==> src/rtl/imem_loader_pkg.sv <==
// Shared definitions for the instruction-memory loader: state encoding and stream widths.
package imem_loader_pkg;

   localparam int unsigned HdrWidth     = 16;
   localparam int unsigned WordWidth    = 32;
   localparam int unsigned BytesPerWord = WordWidth / 8;

   typedef enum logic [2:0] {
      StLenLo,
      StLenHi,
      StData,
      StWrite,
      StCheck,
      StDone,
      StError
   } state_e;

endpackage

==> src/rtl/byte_assembler.sv <==
// Packs a byte stream into little-endian 32-bit words; word_ready pulses in the cycle the
// fourth byte of a word is presented, with the completed word visible on word.
module byte_assembler
   import imem_loader_pkg::*;
(
   input  logic                 clk,
   input  logic                 reset,
   input  logic                 clear,
   input  logic                 byte_valid,
   input  logic [7:0]           byte_data,
   output logic [WordWidth-1:0] word,
   output logic                 word_ready
);

   logic [1:0]           cnt_q, cnt_d;
   logic [WordWidth-1:0] shift_q, shift_d;

   // Bytes enter at the top and shift down, so the first byte ends up in bits [7:0].
   always_comb begin
      cnt_d   = cnt_q;
      shift_d = shift_q;
      if (clear) begin
         cnt_d   = 2'd0;
         shift_d = '0;
      end else if (byte_valid) begin
         cnt_d   = cnt_q + 2'd1;
         shift_d = {byte_data, shift_q[WordWidth-1:8]};
      end
   end

   assign word       = {byte_data, shift_q[WordWidth-1:8]};
   assign word_ready = byte_valid && !clear && (cnt_q == 2'd3);

   always_ff @(posedge clk) begin
      if (reset) begin
         cnt_q   <= 2'd0;
         shift_q <= '0;
      end else begin
         cnt_q   <= cnt_d;
         shift_q <= shift_d;
      end
   end

endmodule

==> src/rtl/imem_loader.sv <==
// Boot loader: receives a length-prefixed byte stream and writes it into instruction memory,
// holding the core in reset until done. Define IMEM_LOADER_CHECKSUM_EN for a trailing XOR byte.
module imem_loader
   import imem_loader_pkg::*;
#(
   parameter logic [63:0] BASE_ADDR = 64'd0,
   parameter int unsigned MAX_WORDS = 256
) (
   input  logic                 clk,
   input  logic                 reset,
   input  logic                 start,
   input  logic                 rx_valid,
   input  logic [7:0]           rx_data,
   output logic                 rx_ready,
   output logic                 imem_we,
   output logic [63:0]          imem_addr,
   output logic [WordWidth-1:0] imem_wdata,
   output logic                 cpu_reset,
   output logic                 load_done,
   output logic                 load_error
);

`ifdef IMEM_LOADER_CHECKSUM_EN
   localparam state_e EndState = StCheck;
`else
   localparam state_e EndState = StDone;
`endif

   state_e               state_q, state_d;
   logic [HdrWidth-1:0]  len_q, len_d;
   logic [7:0]           len_lo_q, len_lo_d;
   logic [HdrWidth-1:0]  word_idx_q, word_idx_d;
   logic [63:0]          addr_q, addr_d;
   logic [WordWidth-1:0] wdata_q, wdata_d;
   logic [HdrWidth-1:0]  hdr_n;
   logic                 accept;
   logic                 restart;
   logic                 asm_valid;
   logic                 word_ready;
   logic [WordWidth-1:0] asm_word;
`ifdef IMEM_LOADER_CHECKSUM_EN
   logic [7:0]           csum_q, csum_d;
`endif

   assign rx_ready  = !reset && (state_q inside {StLenLo, StLenHi, StData, StCheck});
   assign accept    = rx_valid && rx_ready;
   assign restart   = start && (state_q inside {StDone, StError});
   assign asm_valid = accept && (state_q == StData);
   assign hdr_n     = {rx_data, len_lo_q};

   byte_assembler u_byte_assembler (
      .clk        (clk),
      .reset      (reset),
      .clear      (restart),
      .byte_valid (asm_valid),
      .byte_data  (rx_data),
      .word       (asm_word),
      .word_ready (word_ready)
   );

   always_comb begin
      state_d    = state_q;
      len_d      = len_q;
      len_lo_d   = len_lo_q;
      word_idx_d = word_idx_q;
      addr_d     = addr_q;
      wdata_d    = wdata_q;
`ifdef IMEM_LOADER_CHECKSUM_EN
      csum_d     = asm_valid ? (csum_q ^ rx_data) : csum_q;
`endif
      unique case (state_q)
         StLenLo: begin
            if (accept) begin
               len_lo_d = rx_data;
               state_d  = StLenHi;
            end
         end
         StLenHi: begin
            if (accept) begin
               len_d = hdr_n;
               if (32'(hdr_n) > MAX_WORDS) state_d = StError;
               else if (hdr_n == '0)       state_d = EndState;
               else                        state_d = StData;
            end
         end
         StData: begin
            if (word_ready) begin
               addr_d  = BASE_ADDR + {46'd0, word_idx_q, 2'b00};
               wdata_d = asm_word;
               state_d = StWrite;
            end
         end
         StWrite: begin
            word_idx_d = word_idx_q + 16'd1;
            state_d    = (word_idx_d < len_q) ? StData : EndState;
         end
         StCheck: begin
`ifdef IMEM_LOADER_CHECKSUM_EN
            if (accept) state_d = (rx_data == csum_q) ? StDone : StError;
`else
            state_d = StError;
`endif
         end
         StDone, StError: begin
            if (restart) begin
               state_d    = StLenLo;
               len_d      = '0;
               len_lo_d   = '0;
               word_idx_d = '0;
`ifdef IMEM_LOADER_CHECKSUM_EN
               csum_d     = '0;
`endif
            end
         end
         default: state_d = StLenLo;
      endcase
   end

   always_ff @(posedge clk) begin
      if (reset) begin
         state_q    <= StLenLo;
         len_q      <= '0;
         len_lo_q   <= '0;
         word_idx_q <= '0;
         addr_q     <= BASE_ADDR;
         wdata_q    <= '0;
`ifdef IMEM_LOADER_CHECKSUM_EN
         csum_q     <= '0;
`endif
      end else begin
         state_q    <= state_d;
         len_q      <= len_d;
         len_lo_q   <= len_lo_d;
         word_idx_q <= word_idx_d;
         addr_q     <= addr_d;
         wdata_q    <= wdata_d;
`ifdef IMEM_LOADER_CHECKSUM_EN
         csum_q     <= csum_d;
`endif
      end
   end

   assign imem_we    = (state_q == StWrite);
   assign imem_addr  = addr_q;
   assign imem_wdata = wdata_q;
   assign cpu_reset  = (state_q != StDone);
   assign load_done  = (state_q == StDone);
   assign load_error = (state_q == StError);

endmodule

==> config.mk <==
export PLATFORM = sky130hd
export DESIGN_NAME = imem_loader
export DESIGN_NICKNAME = d
export VERILOG_FILES = /design/src/rtl/imem_loader_pkg.sv /design/src/rtl/byte_assembler.sv /design/src/rtl/imem_loader.sv
export SDC_FILE = /design/constraint.sdc
export NUM_CORES = 1
export LEC_CHECK = 0
export CAP_MARGIN = 30
export CORE_MARGIN = 2
export CORE_UTILIZATION = 43
export CTS_CLUSTER_DIAMETER = 120
export DETAILED_ROUTE_END_ITERATION = 16
export PLACE_DENSITY_LB_ADDON = 0.12
export SLEW_MARGIN = 0
export SYNTH_ARGS = -nofsm -noshare
export SYNTH_HDL_FRONTEND = slang
export SYNTH_HIERARCHICAL = 1
export SYNTH_SLANG_ARGS = --single-unit
export TNS_END_PERCENT = 100
==> constraint.sdc <==
create_clock -name clk -period 3.1 [get_ports clk]
set_input_delay 0.465 -clock clk [delete_from_list [all_inputs] [get_ports clk]]
set_output_delay 0.465 -clock clk [all_outputs]
set_load 0.05 [all_outputs]
==> flow_metrics.tcl, run 1 <==
set metrics [dict create \
    htreeDepth 4 \
    synth_mux_area_share_pct 5.650 \
    ctsRootBufferMaster "clkbuf_16" \
    grt_use_total_pct 19.61 \
    syn_area_per_cell_sq_um 8.192 \
    core_area_sq_um 12720 \
    grt_pass1_wl_mm 21.93 \
    maxSlewViolCount 0 \
    n_antenna_cell 0 \
    synth_xor_area_share_pct 2.626 \
    start_util_pct 44.56 \
    nFillCells 1244 \
    clk_latency_ns 0.42 \
    cts_hold_buffers 0 \
    finalSetupTns_ns 0 \
    max_slew.worst_pin.slew_ns 0.5163 \
    grt_pass1_vias 4264 \
    routedWlPerCell_um 14.12 \
    path_max_fanout 5 \
    hold_class "reg -> reg" \
    preCtsSetupSlack_ns 0.03122 \
    synthSimpleGateAreaFrac_pct 21.34 \
    stdcell_count 932 \
    endpoint_kind "flop" \
    ys_types 58 \
    fin_crit_sh_pct 92.60 \
    synthAdderAreaFrac_pct 3.928 \
    wirelength_mm 13.16 \
    drt_iter0_drc 326 \
    placed_cell_area_sq_um 6217 \
    final-seq-area_sq_um 2345 \
    cp.required_ns 3.40 \
    ys_seq_elements 117 \
    post-route-util_pct 53.66 \
    die_w_um 118.8 \
    die_h_um 118.8 \
    io_buffers 64 \
    dpl.hpwl_mm 9.251 \
    ant_nets 0 \
    drive_gt1_share_pct 9.474 \
    path_clk_slew_ns 0.05 \
    power_density_nw_per_um2 573.7 \
    dp.cells 901 \
    fin_skew_ns 0.01070 \
    slew_headroom_pct 64.69 \
    synth_top_family_by_area "simple AND/OR/NAND/NOR gates" \
    peakVddDrop_mv 0.2960 \
    grt_overflow 0 \
    dr.pass1.iters 4 \
    worst_slack_ns 0.2295 \
    via_per_inst 4.884 \
    outcome "completed" \
    syn-cell-area_sq_um 5669 \
    yosys_warnings 6 \
    min_period_ns 2.871 \
    cap_violations 0 \
    synth_compound_area_share_pct 11.81 \
    cts_buffer_depth 2 \
    dr_total_vias 4552 \
    antenna_found_initial 0 \
    critPathKind "reg -> reg" \
    cts.sink_count 117 \
    crit_path_start_kind "flop" \
    numCtsBuffers 17 \
    setup_viol 0 \
    hold_viol_final 0 \
    seq_area_frac_synth_pct 41.32 \
    multiInputGateArea_sq_um 2778 \
    fmax_mhz 348.4 \
    gp_congestion 0.8398 \
    cts_tree "yes" \
    final_area_sq_um 6827 \
    nNetsFinal 777 \
    grt_max_degree 34 \
    die_area_sq_um 14120 \
    area_delta_synth_final_pct 20.41 \
    p_leak_nw 2.654 \
    rows 41 \
    post_cts_buffers 0 \
    io_pins 113 \
    drc 0 \
    syn_inst 692 \
    worstPathArrival_ns 3.17 \
]
[cell type report]
| class | instances | share of cell area, % |
|---|---|---|
| tap | 172 | 3.152 |
| timing repair buffer | 86 | 11.91 |
| multi-input combinational | 502 | 40.69 |
| clock buffer | 22 | 7.093 |
| inverter | 24 | 1.320 |
| sequential | 117 | 34.35 |
| clock inverter | 9 | 1.485 |
[kinds of logic (layout without fill, tap and decap cells)]
| family | after synthesis | in the layout |
|---|---|---|
| simple gates | 268 | 268 |
| buf+inv | 120 | 141 |
| compound gates | 119 | 119 |
| flops | 117 | 117 |
| mux | 32 | 32 |
| fa+ha+maj | 18 | 18 |
| xor+xnor | 17 | 17 |
| other cells | 1 | 48 |
[sequential cells by signal, summed over array words and instances, names as in the netlist]
register                  flops
imem_wdata                   32
u_byte_assembler/shift_q     24
imem_addr                    16
len_q                        16
word_idx_q                   16
len_lo_q                      8
state_q                       3
u_byte_assembler/cnt_q        2
[Yosys cell counts (all sizes together)]
master	n	area [sq um]
a2111oi	1	8.760
a211oi	2	15.01
a21bo	1	10.01
a21o	2	16.27
a21oi	77	385.4
a221oi	1	8.760
a2bb2oi	2	17.52
a31o	1	8.760
a31oi	11	68.82
a32oi	1	8.760
a41oi	1	8.760
and2	16	100.1
and3	4	26.28
and3b	2	18.77
and4	2	17.52
buf	71	568.0
clkbuf	25	93.84
conb	1	3.750
dfxtp	117	2342
ha	17	212.7
inv	24	90.08
maj3	1	10.01
mux2i	32	320.3
nand2	138	525.5
nand2b	1	6.260
nand3	10	55.05
nand3b	4	30.03
nand4	5	31.28
nand4b	1	8.760
nor2	63	239.0
nor2b	3	18.77
nor3	5	25.02
nor3b	1	7.510
nor4	4	31.28
o21a	2	15.01
o21ai	14	73.82
o311ai	1	8.760
o31ai	2	15.01
or2	1	6.260
or3	6	42.54
or3b	1	8.760
or4	1	11.26
xnor2	11	96.34
xor2	6	52.55
[power by group]
part | internal (mW) | switching, mW | leakage, nW
sequential | 1.53 | 0.0431 | 0.944
combinational | 0.115 | 0.300 | 1.42
clock | 1.25 | 0.671 | 0.292
total | 2.90 | 1.01 | 2.65
[per-stage QoR]
step | hold slack (ns) | total power, mW
4_1_cts | 0.4523 | 3.955
3_3_place_gp | 0.4410 | 2.015
6_report | 0.4505 | 3.916
2_1_floorplan | 0.4313 | 1.999
5_1_grt | 0.4731 | 4.077
3_5_place_dp | 0.4457 | 2.017
[layer usage]
metal	routed length, um	track usage, %	up-vias
met5	0	0	-
met4	166	8.259	0
met3	646	4.885	12
met2	5865	28.88	107
met1	6478	27.26	2131
li1	-	-	2302
[path summary, 6_finish.rpt]
kind / from / to / slack (ns) / cells after the start
max: word_idx_q[1] / state_q[0] / 0.23 / 11
min: imem_addr[10] / imem_addr[10] / 0.45 / 2
max reg2reg: word_idx_q[1] / state_q[0] / 0.23 / 11
min reg2reg: imem_addr[10] / imem_addr[10] / 0.45 / 2
[critical path, cell delays in order, from the launching register on]
cell and delay, ns:
dfxtp_2 0.36, nand3_2 0.09, or3_4 0.43, or4_4 0.54, xor2_2 0.16, inv_1 0.06, ha_1 0.30, nand2_1 0.08
nor2_1 0.05, a211oi_1 0.30, a31oi_1 0.16, a31o_2 0.23
[layout by cell type, fill, tap and decap left out, types with 3 or more instances in the layout]
| cell type | synthesis | layout |
|---|---|---|
| clkbuf_16 | 0 | 17 |
| or3_1 | 5 | 5 |
| clkbuf_8 | 0 | 4 |
| nor2_1 | 62 | 62 |
| nor3_1 | 5 | 4 |
| buf_4 | 58 | 21 |
| nor4_1 | 3 | 3 |
| nand4_1 | 5 | 5 |
| nor2b_1 | 3 | 3 |
| clkdlybuf4s50_1 | 0 | 63 |
| ha_1 | 17 | 17 |
| inv_1 | 23 | 23 |
| conb_1 | 1 | 48 |
| xnor2_1 | 11 | 11 |
| mux2i_1 | 32 | 32 |
| and3_1 | 3 | 3 |
| and2_1 | 16 | 16 |
| nand3_1 | 9 | 8 |
| a31oi_1 | 11 | 11 |
| nand2_1 | 137 | 137 |
| a21oi_1 | 77 | 77 |
| nand3b_1 | 4 | 4 |
| xor2_1 | 6 | 5 |
| o21ai_0 | 13 | 13 |
| dfxtp_1 | 117 | 115 |
| clkinv_2 | 0 | 5 |
[repair_timing]
action | in CTS | in global routing
resized for setup | 0 | 6
gates cloned | 0 | 0
hold endpoints to repair | 0 | 0
pin swaps | 1 | 2
endpoints found under the setup margin | 2 | 3
No activity file was read; power rests on OpenSTA's default activity.
==> inputs of run 2 (changes only) <==
--- a/config.mk
+++ b/config.mk
@@ -5,7 +5,6 @@
 export SDC_FILE = /design/constraint.sdc
 export NUM_CORES = 1
 export LEC_CHECK = 0
-export CAP_MARGIN = 30
 export CORE_MARGIN = 2
 export CORE_UTILIZATION = 43
 export CTS_CLUSTER_DIAMETER = 120
==> results of run 2 <==
No change in the layout: final DEF, timing and power equal those of run 1.
